==> src/rtl/ga_sync_irq.sv <==
// ga_sync_irq: Gate Array sync / interrupt front end.
//
// Takes the CRTC HSYNC/VSYNC and produces the monitor sync outputs and the
// Z80 interrupt. Monitor HSYNC is the CRTC HSYNC delayed by two characters
// and clipped to four. Monitor VSYNC starts on the second HSYNC after a
// CRTC VSYNC rise and lasts four HSYNCs. The 52-line interrupt counter
// (R52) raises INT on every 52nd HSYNC and is resynchronised at the start
// of monitor VSYNC.
//
// Ports:
//   CLOCK     system clock, rising edge
//   RESET     asynchronous active-high reset
//   CLKEN     1 MHz character enable shared with the CRTC
//   HSYNC_I   CRTC HSYNC
//   VSYNC_I   CRTC VSYNC
//   MODE_REQ  video mode last written to the GA
//   INT_ACK   Z80 interrupt acknowledge, one-clock pulse
//   IRQ_CLR   GA write with bit 4 set, one-clock pulse
//   HSYNC_O   monitor HSYNC
//   VSYNC_O   monitor VSYNC
//   INT       Z80 interrupt request (level)
//   MODE      active video mode, latched at HSYNC start
//   LINE_CNT  current R52 value
module ga_sync_irq (
  input  logic       CLOCK,
  input  logic       RESET,
  input  logic       CLKEN,
  input  logic       HSYNC_I,
  input  logic       VSYNC_I,
  input  logic [1:0] MODE_REQ,
  input  logic       INT_ACK,
  input  logic       IRQ_CLR,
  output logic       HSYNC_O,
  output logic       VSYNC_O,
  output logic       INT,
  output logic [1:0] MODE,
  output logic [5:0] LINE_CNT
);

  typedef enum logic [1:0] {StIdle, StDelay, StActive} vstate_e;

  logic       hs_p_q, vs_p_q;
  logic [2:0] hcnt_q, hcnt_d;
  logic       hsync_q;
  logic [1:0] mode_q;
  logic [5:0] line_cnt_q, line_cnt_d, line_inc;
  logic       int_q, int_d, int_set;
  vstate_e    vstate_q;
  logic [2:0] vcnt_q;
  logic       vsync_q;

  logic hs_fall, vs_rise, resync, vs_end;

  assign hs_fall = CLKEN & ~HSYNC_I & hs_p_q;
  assign vs_rise = CLKEN & VSYNC_I & ~vs_p_q;

  // Saturating count of consecutive high HSYNC_I samples.
  assign hcnt_d = !HSYNC_I ? 3'd0 : (hcnt_q == 3'd7) ? 3'd7 : hcnt_q + 3'd1;

  // Second HSYNC fall after the VSYNC rise: monitor VSYNC starts, R52 resyncs.
  assign resync = hs_fall && (vstate_q == StDelay) && (vcnt_q == 3'd1);
  assign vs_end = (vstate_q == StActive) &&
                  ((hs_fall && (vcnt_q == 3'd3)) || (CLKEN && !VSYNC_I));

  assign line_inc = line_cnt_q + 6'd1;

  always_comb begin
    line_cnt_d = line_cnt_q;
    int_set    = 1'b0;
    if (resync) begin
      line_cnt_d = 6'd0;
      int_set    = (line_cnt_q >= 6'd32);
    end else if (hs_fall) begin
      if (line_inc == 6'd52) begin
        line_cnt_d = 6'd0;
        int_set    = 1'b1;
      end else begin
        line_cnt_d = line_inc;
      end
    end
    // Acknowledge clears bit 5 of the already-updated count.
    if (INT_ACK) line_cnt_d[5] = 1'b0;

    int_d = int_q;
    if (int_set)      int_d = 1'b1;
    else if (INT_ACK) int_d = 1'b0;

    if (IRQ_CLR) begin
      line_cnt_d = 6'd0;
      int_d      = 1'b0;
    end
  end

  // Sync sampling, HSYNC shaping and mode latch.
  always_ff @(posedge CLOCK or posedge RESET) begin
    if (RESET) begin
      hs_p_q  <= 1'b0;
      vs_p_q  <= 1'b0;
      hcnt_q  <= 3'd0;
      hsync_q <= 1'b0;
      mode_q  <= 2'd0;
    end else if (CLKEN) begin
      hs_p_q  <= HSYNC_I;
      vs_p_q  <= VSYNC_I;
      hcnt_q  <= hcnt_d;
      hsync_q <= (hcnt_d >= 3'd3) && (hcnt_d <= 3'd6);
      if (hcnt_d == 3'd1) mode_q <= MODE_REQ;
    end
  end

  // R52 counter and interrupt level.
  always_ff @(posedge CLOCK or posedge RESET) begin
    if (RESET) begin
      line_cnt_q <= 6'd0;
      int_q      <= 1'b0;
    end else begin
      line_cnt_q <= line_cnt_d;
      int_q      <= int_d;
    end
  end

  // VSYNC FSM; vcnt counts HSYNC falls within DELAY and ACTIVE.
  always_ff @(posedge CLOCK or posedge RESET) begin
    if (RESET) begin
      vstate_q <= StIdle;
      vcnt_q   <= 3'd0;
      vsync_q  <= 1'b0;
    end else begin
      case (vstate_q)
        StIdle: begin
          if (vs_rise) begin
            vstate_q <= StDelay;
            vcnt_q   <= 3'd0;
          end
        end
        StDelay: begin
          if (resync) begin
            vstate_q <= StActive;
            vsync_q  <= 1'b1;
            vcnt_q   <= 3'd0;
          end else if (hs_fall) begin
            vcnt_q <= vcnt_q + 3'd1;
          end
        end
        StActive: begin
          if (vs_end) begin
            vstate_q <= StIdle;
            vsync_q  <= 1'b0;
            vcnt_q   <= 3'd0;
          end else if (hs_fall) begin
            vcnt_q <= vcnt_q + 3'd1;
          end
        end
        default: begin
          vstate_q <= StIdle;
          vsync_q  <= 1'b0;
          vcnt_q   <= 3'd0;
        end
      endcase
    end
  end

  assign HSYNC_O  = hsync_q;
  assign VSYNC_O  = vsync_q;
  assign INT      = int_q;
  assign MODE     = mode_q;
  assign LINE_CNT = line_cnt_q;

endmodule
==> config.mk <==
export PLATFORM = sky130hd
export DESIGN_NAME = ga_sync_irq
export DESIGN_NICKNAME = d
export VERILOG_FILES = /design/src/rtl/ga_sync_irq.sv
export SDC_FILE = /design/constraint.sdc
export NUM_CORES = 1
export LEC_CHECK = 0
export ABC_AREA = 1
export CORE_ASPECT_RATIO = 1.5
export CORE_UTILIZATION = 30
export CTS_CLUSTER_SIZE = 20
export DETAILED_ROUTE_END_ITERATION = 10
export DONT_BUFFER_PORTS = 1
export GPL_TIMING_DRIVEN = 0
export PLACE_DENSITY = 0.49
export SYNTH_ARGS = -nofsm -noshare
export SYNTH_HDL_FRONTEND = slang
export SYNTH_SLANG_ARGS = --single-unit
==> constraint.sdc <==
create_clock -name CLOCK -period 2 [get_ports CLOCK]
set_clock_uncertainty 0.2 [all_clocks]
set_input_delay 0.4 -clock CLOCK [delete_from_list [all_inputs] [get_ports CLOCK]]
set_output_delay 0.4 -clock CLOCK [all_outputs]
set_load 0.05 [all_outputs]
==> PnR_summary.wiki, run 1 <==
{| class="wikitable"
! Metric !! Value
|-
| Routed wire length || 2.453 mm
|-
| Worst setup SP type || flip-flop
|-
| Number of nets in the final layout || approximately 180
|-
| Fmax || 0.5437 GHz
|-
| Slew Limit Fails || 0
|-
| GRT Resource Usage Total || 13.02%
|-
| Core outline area || 3924 µm²
|-
| Leakage power total || 0.6986 nW
|-
| Yosys warning count || 0
|-
| Post-route minimum period || ~1.8 ns
|-
| Number of antenna violations at the first check in global routing || 0
|-
| Global-route wire length before repair || 4.084 mm
|-
| Routability congestion estimate from global placement || 0.7565
|-
| Resized cells post-CTS || 0
|-
| TritonCTS buffer count || 3
|-
| Filler cell count || 424
|-
| # H-tree levels || 1
|-
| Overall die height || between 80 and 90 µm
|-
| ANT nets after route || 0
|-
| Bufs on Longest Clock Path || 2
|-
| Synth cell types || 22
|-
| DIE AREA || 4344 µm²
|-
| Clock latency of the later-clocked register in the worst-skew pair || 0.26 ns
|-
| Count of final hold-check violations || 21
|-
| Number of vias per cell after detailed routing || 4.707
|-
| Combined area of all synthesized cells || 1224 µm²
|-
| Post-CTS repair timing setup buffer count || 0
|-
| Result of the run || finished, violations left
|-
| Final global-route overflow total || 0
|-
| Worst Max-Slew Pin Slew || 0.8419 ns
|-
| Data arrival, critical path || 1.80 ns
|-
| Width of the die || 54.15 µm
|-
| Worst reg-to-reg path cell count || 6
|-
| Flops & latches, synth || 21
|-
| ANT cells || 0
|-
| Worst VDD drop || 0.4067 mV
|-
| Capturing element of the worst setup path || LINE_CNT[2]
|-
| Starting density of the core || between 30% and 40%
|-
| Fraction of final layout cells sized beyond drive strength 1 || between 6 and 7%
|-
| Maximum net fanout on the critical path || 6
|-
| Post-Synthesis Net Count || between 150 and 200
|-
| CTS tree || done
|-
| Number of global-route vias before repair || 966
|-
| First-pass iteration count of the detailed router || 4
|-
| Crit path kind || reg2reg
|-
| Signed area change from the synthesized netlist to the final layout || 9.100%
|-
| Worst setup EP type || flip-flop
|-
| Class of the most critical hold timing path || in2async
|-
| RSZ-0062 raised after global routing || false
|-
| Number of DRC markers in iteration 0 || 29
|-
| Routed wire length per instance || 11.79 µm
|-
| I/O pin count || 20
|-
| Sink Count || 21
|-
| Sum of net half-perimeters after detailed placement || around 1.8 mm
|-
| Required @ worst endpoint || 1.96 ns
|-
| Setup TNS || 0 ns
|-
| Quantity of I/O buffers inserted on ports || 0
|-
| Clock input transition at the sequential cells of the worst setup and hold paths || 0.08 ns
|-
| Remaining max-slew budget at the tightest pin || between 40% and 50%
|-
| Number of hold buffers added after CTS || 1
|-
| Worst Setup SP || LINE_CNT[0]
|-
| Final hold slack || -0.007954 ns
|-
| Clk Tree Root Cell || clkbuf_8
|-
| Fraction of the core area covered by cells at the end of the flow || 34.02%
|-
| Crit Reg-Reg Endpoint || LINE_CNT[2]
|-
| Reg-to-reg setup timing slack || ~0.16 ns
|-
| Tcrit/Tclk final || around nine tenths
|-
| Failing checks || negative hold slack
|-
| Row count || 28
|-
| Detailed-route via count || roughly 980
|-
| Ratio of total power to cell area || between 900 and 1000 nW/µm²
|-
| Setup violators final || 0
|-
| DRC errors left || 0
|-
| Worst reg2reg path startpoint || LINE_CNT[0]
|-
| Average instance area after synthesis || 7.745 µm²
|-
| Number of max-cap violations || 0
|-
| Sequential-to-total area share from yosys stat || 42.94%
|-
| Count of mapped cells out of synthesis || 158
|-
| Maximum number of pins on one net before global-route repair || 22
|}
## cell type report
cell class                      count  area [µm²]  share of cell area [%]
Tap cell                           45       56.30                   4.217
Multi-Input combinational cell    108       589.3                   44.14
Timing Repair Buffer                1       10.01                  0.7498
Sequential cell                    21       525.5                   39.36
Clock buffer                        4       45.04                   3.374
Inverter                           29       108.9                   8.154
## worst min-delay path by stage
| stage | slack [ns] | to |
|---|---|---|
| after global routing | 0.05 | vs_p_q |
| after detailed placement | 0.27 | hcnt_q[2] |
| after floorplan | 0.18 | HSYNC_O |
| after global placement | 0.27 | hcnt_q[2] |
| after CTS | 0.03 | LINE_CNT[3] |
| final | -0.008 | LINE_CNT[3] |
## Yosys cell counts
cell type | number | area, µm²
dfrtp_1 | 21 | 525.5
nand3_2 | 1 | 10.01
nand2_2 | 2 | 12.51
nor2_1 | 5 | 18.77
nand2_1 | 44 | 165.2
o21bai_1 | 1 | 7.510
o21ai_0 | 9 | 45.04
and2_4 | 1 | 8.760
ha_1 | 9 | 112.6
nand4_1 | 4 | 25.02
xnor2_1 | 1 | 8.760
o211ai_1 | 1 | 7.510
inv_1 | 26 | 97.59
inv_2 | 2 | 7.510
nor2_2 | 2 | 12.51
o22ai_1 | 1 | 6.260
a21oi_1 | 7 | 35.03
xor2_1 | 3 | 26.28
o21ai_1 | 2 | 10.01
nand3_1 | 14 | 70.07
clkinv_1 | 1 | 3.750
a21boi_0 | 1 | 7.510
## report_power, final
group / internal, mW / switching (mW)
clock network: 0.142 / 0.145
logic: 0.125 / 0.241
registers: 0.492 / 0.141
total: 0.759 / 0.527
## kinds of logic (layout without fill, tap and decap cells)
logic type	after synthesis	in the layout	synth area share (%)
AO/OA/AOI/OAI	22	22	9.714
AND/OR/NAND/NOR	73	73	26.38
flip-flops	21	21	42.94
XOR/XNOR	4	4	2.864
adder cells (fa/ha/maj)	9	9	9.203
buffers and inverters	29	34	8.895
## worst max-delay path: stages (launching register included)
cell     delay, ns
dfrtp_1       0.73
ha_1          0.31
nand4_1       0.15
inv_1         0.11
nand2_1       0.09
nand3_1       0.09
nand2_1       0.05
## layout by cell type (no fill, tap or decap)
cell	count
ha_1	9
clkinv_1	1
nand2_2	2
dfrtp_1	21
o22ai_1	1
clkbuf_8	3
a21oi_1	7
inv_2	2
xnor2_1	1
o21ai_0	9
clkbuf_1	1
dlygate4sd3_1	1
o21bai_1	1
xor2_1	3
nand3_1	14
nor2_1	5
inv_1	26
nand3_2	1
o21ai_1	2
nand4_1	4
nor2_2	2
and2_4	1
nand2_1	44
a21boi_0	1
o211ai_1	1
## flip-flops by register name, summed over array words and instances (netlist names)
| signal | cells |
|---|---|
| HSYNC_O | 1 |
| INT | 1 |
| LINE_CNT | 6 |
| MODE | 2 |
| VSYNC_O | 1 |
| hcnt_q | 3 |
| hs_p_q | 1 |
| vcnt_q | 3 |
| vs_p_q | 1 |
| vstate_q | 2 |
## routing by layer
layer	wire, µm	share of wire [%]	up-vias	GRT usage [%]
met4	29	1.2	0	6.923
li1	-	-	509	-
met5	0	0	-	0
met3	92	3.8	2	3.030
met2	1288	53	12	21.83
met1	1042	42	456	14.52
## metrics by stage
step / area, µm² / power, mW / cells / setup slack [ns] / hold WS [ns]
floorplan: 1224 / 0.9256 / 158 / 0.3348 / 0.1765
global placement: 1280 / 0.9942 / 203 / 0.1831 / 0.2691
finish: 1335 / 1.287 / 208 / 0.1608 / -0.007954
global route: 1335 / 1.389 / 208 / 0.007611 / 0.04689
detailed placement: 1280 / 1.008 / 203 / 0.1866 / 0.2680
CTS: 1335 / 1.306 / 208 / 0.1614 / 0.03355
Power figures use the tool's default switching activity.
==> run 2, diff against run 1 <==
--- a/config.mk
+++ b/config.mk
@@ -6,7 +6,7 @@
 export NUM_CORES = 1
 export LEC_CHECK = 0
 export ABC_AREA = 1
-export CORE_ASPECT_RATIO = 1.5
+export CORE_ASPECT_RATIO = 0.5
 export CORE_UTILIZATION = 30
 export CTS_CLUSTER_SIZE = 20
 export DETAILED_ROUTE_END_ITERATION = 10
@@ -16,3 +16,4 @@
 export SYNTH_ARGS = -nofsm -noshare
 export SYNTH_HDL_FRONTEND = slang
 export SYNTH_SLANG_ARGS = --single-unit
+export TNS_END_PERCENT = 50
==> constraint.sdc (replaced) <==
create_clock -name CLOCK -period 1.85 [get_ports CLOCK]
set_clock_uncertainty 0.2 [all_clocks]
set_input_delay 0.37 -clock CLOCK [delete_from_list [all_inputs] [get_ports CLOCK]]
set_output_delay 0.37 -clock CLOCK [all_outputs]
set_load 0.05 [all_outputs]
==> run 2 against run 1 <==
  * The flow now finishes without violations
  * Flip-flop and latch count unchanged
  * Die area increased by 0.24%
  * Sequential share of layout area decreased by 0.34 points
  * Routed wire length decreased by 11%
  * Core utilization increased by 3.0 points
  * Critical endpoint unchanged
==> PnR_summary.wiki, run 2 (same netlist as run 1, synthesis figures left out) <==
{| class="wikitable"
! Metric !! Value
|-
| Cell with the biggest individual delay on the critical path || dfrtp_1
|-
| Leakage power total || 0.6977 nW (-0.13%)
|-
| Worst VDD drop || 0.3294 mV (-19%)
|-
| Count of final hold-check violations || 0 (-100%)
|-
| Row count || 15 (-46%)
|-
| CTS tree || done
|-
| Critical Path Max Stage Delay || 0.72 ns (about the same)
|-
| Number of DRC markers in iteration 0 || 30 (+3.4%)
|-
| Result of the run || complete, no violations
|-
| Filler cell count || 389 (-8.3%)
|-
| Count of buffer and inverter cells on the critical path || 1 (unchanged)
|-
| Worst path most repeated cell || nand2_1
|-
| Maximum number of pins on one net before global-route repair || 22 (unchanged)
|-
| CP Cell Sequence || nand2_1, inv_1, nand3_1, nand2_1, nand2_1, nand3_1, nand2_1
|-
| DRC errors left || 0 (unchanged)
|-
| Area of all placed cells without fillers || 1356 µm² (+1.6%)
|-
| Routed wire length per instance || 10.20 µm (-14%)
|-
| Data arrival, critical path || 1.61 ns (-0.19 ns)
|-
| Hold endpoint || vs_p_q
|-
| Ratio of total power to cell area || 1004 nW/µm² (+4.2%)
|-
| Class of the most critical hold timing path || in2reg
|-
| Number of vias per cell after detailed routing || 4.377 (-7.0%)
|-
| ANT cells || 0 (unchanged)
|-
| Register Area || 529.3 µm² (+0.71%)
|-
| Leading cell type in the layout, fill and taps excluded || nand2_1
|-
| Number of antenna violations at the first check in global routing || 0 (unchanged)
|-
| Setup slack of the critical path after layout || 0.1847 ns (+0.02393 ns)
|-
| ANT nets after route || 0 (unchanged)
|-
| I/O pin count || 20 (unchanged)
|-
| Post-route minimum period || 1.665 ns (-0.1739 ns)
|-
| Final global-route overflow total || 0 (unchanged)
|-
| Global-route wire length before repair || 3.857 mm (-5.6%)
|-
| Sink Count || 21 (unchanged)
|-
| Sum of net half-perimeters after detailed placement || 1.736 mm (-6.2%)
|-
| Required @ worst endpoint || 1.79 ns (-0.17 ns)
|-
| Width of the die || 92.32 µm (+71%)
|-
| RSZ-0062 raised after global routing || false
|-
| Slew Limit Fails || 0 (unchanged)
|-
| WHS Path Cells || 1
|-
| Reg-to-reg setup timing slack || 0.18 ns (+0.02 ns)
|-
| Routability congestion estimate from global placement || 0.7727 (+2.1%)
|-
| Worst setup EP type || flip-flop
|-
| Beginning of the worst hold path || CLKEN
|-
| Crit path kind || reg2reg
|-
| Flip-flop count of the largest register after layout || 6 (unchanged)
|-
| Worst Max-Slew Pin Slew || 0.8188 ns (-0.02308 ns)
|-
| Number of global-route vias before repair || 864 (-11%)
|-
| Core outline area || 3660 µm² (-6.7%)
|-
| Crit Reg-Reg Endpoint || LINE_CNT[2]
|-
| Clock latency of the later-clocked register in the worst-skew pair || 0.26 ns (about the same)
|-
| Clock input transition at the sequential cells of the worst setup and hold paths || 0.08 ns (about the same)
|-
| Overall die height || 47.16 µm (-41%)
|-
| Clk Tree Root Cell || clkbuf_8
|-
| DIE AREA || 4354 µm² (+0.24%)
|-
| Remaining max-slew budget at the tightest pin || 45.35% (+1.5 points)
|-
| Setup violators final || 0 (unchanged)
|-
| Maximum net fanout on the critical path || 5 (-1)
|-
| Routed wire length || 2.193 mm (-11%)
|-
| Tcrit/Tclk final || 90.02% (-1.9 points)
|-
| TritonCTS buffer count || 3 (unchanged)
|-
| Footprint of the multi-input gates || 589.3 µm² (unchanged)
|-
| Setup TNS || 0 ns (unchanged)
|-
| Starting density of the core || 33.44% (+2.2 points)
|-
| Worst reg2reg path startpoint || LINE_CNT[4]
|-
| Top library cells by usage in the layout, fill and taps aside || 44 x nand2_1, 26 x inv_1, 18 x dfrtp_1, 14 x nand3_1, 9 x ha_1
|-
| Worst setup SP type || flip-flop
|-
| Fmax || 0.6005 GHz (+10%)
|-
| First-pass iteration count of the detailed router || 4 (unchanged)
|-
| Bufs on Longest Clock Path || 2 (unchanged)
|-
| Fraction of final layout cells sized beyond drive strength 1 || 8.537% (+1.8 points)
|-
| GRT Resource Usage Total || 11.75% (-1.3 points)
|-
| # H-tree levels || 1 (unchanged)
|-
| Category of cells accounting for the largest share of critical-path delay || flip-flops
|-
| Signed area change from the synthesized netlist to the final layout || 10.84%
|-
| Post-CTS repair timing setup buffer count || 0 (unchanged)
|-
| Worst reg-to-reg path cell count || 7 (+1)
|-
| Setup Slack @ Placement || 0.03261 ns (-0.1540 ns)
|-
| Post-DP Area || 1287 µm² (+0.59%)
|-
| Number of max-cap violations || 0 (unchanged)
|-
| Quantity of I/O buffers inserted on ports || 0 (unchanged)
|-
| Detailed-route via count || 941 (-3.9%)
|-
| Number of nets in the final layout || 183 (+0.55%)
|}
==> run 2: changes by cell type in the layout (fill, tap and decap cells not counted) <==
cell | previous run | this run
dfrtp_1 | 21 | 18
dfrtp_2 | 0 | 3
dlygate4sd3_1 | 1 | 2
o21ai_0 | 9 | 8
o21ai_1 | 2 | 3
==> run 2: layout make-up <==
class / count / area share [%]
clock buffers: 4 / 3.321
inverters: 29 / 8.026
multi-input cells: 108 / 43.45
flip-flops and latches: 21 / 39.02
well taps: 51 / 4.705
repair buffers: 2 / 1.476
==> run 2: routing by layer <==
| metal | wire, µm | part of all wire (%) | up-vias | GRT usage [%] |
|---|---|---|---|---|
| met5 | 0 | 0 | - | 0 |
| met4 | 0 | 0 | 0 | 2.813 |
| met3 | 125 | 5.7 | 0 | 5.016 |
| met2 | 898 | 41 | 17 | 18.67 |
| met1 | 1169 | 53 | 410 | 15.17 |
| li1 | - | - | 514 | - |
==> run 2: worst max path at each step <==
stage | startpoint | end | slack, ns | cells past startpoint
global route | LINE_CNT[4] | LINE_CNT[2] | 0.009 | 7
floorplan | LINE_CNT[0] | LINE_CNT[0] | 0.18 | 6
finish | LINE_CNT[4] | LINE_CNT[2] | 0.18 | 7
global placement | LINE_CNT[1] | LINE_CNT[2] | 0.02 | 6
detailed placement | LINE_CNT[1] | LINE_CNT[2] | 0.03 | 6
CTS | LINE_CNT[1] | LINE_CNT[2] | 0.01 | 6
==> run 2: through the flow <==
step	hold slack, ns	instances	util [%]	total power, mW
final	0.02154	215	37.06	1.362
after global routing	0.04186	215	37.06	1.484
after CTS	0.007578	215	36.96	1.390
after floorplan	0.1465	158	-	1.001
after global placement	0.2431	209	35.18	1.078
after detailed placement	0.2439	209	35.18	1.081
==> run 2: power by group <==
| part | internal (mW) | total [mW] | switching, mW | leakage [nW] |
|---|---|---|---|---|
| clock network | 0.153 | 0.293 | 0.140 | 0.0228 |
| logic | 0.136 | 0.385 | 0.249 | 0.401 |
| registers | 0.533 | 0.683 | 0.151 | 0.274 |
| total | 0.822 | 1.36 | 0.540 | 0.698 |
==> run 2: repair_timing <==
action,4_1_cts,5_1_grt
setup endpoints to repair,0,5
endpoints found under the hold margin,12,0
resized for setup,0,4
hold buffers,2,0
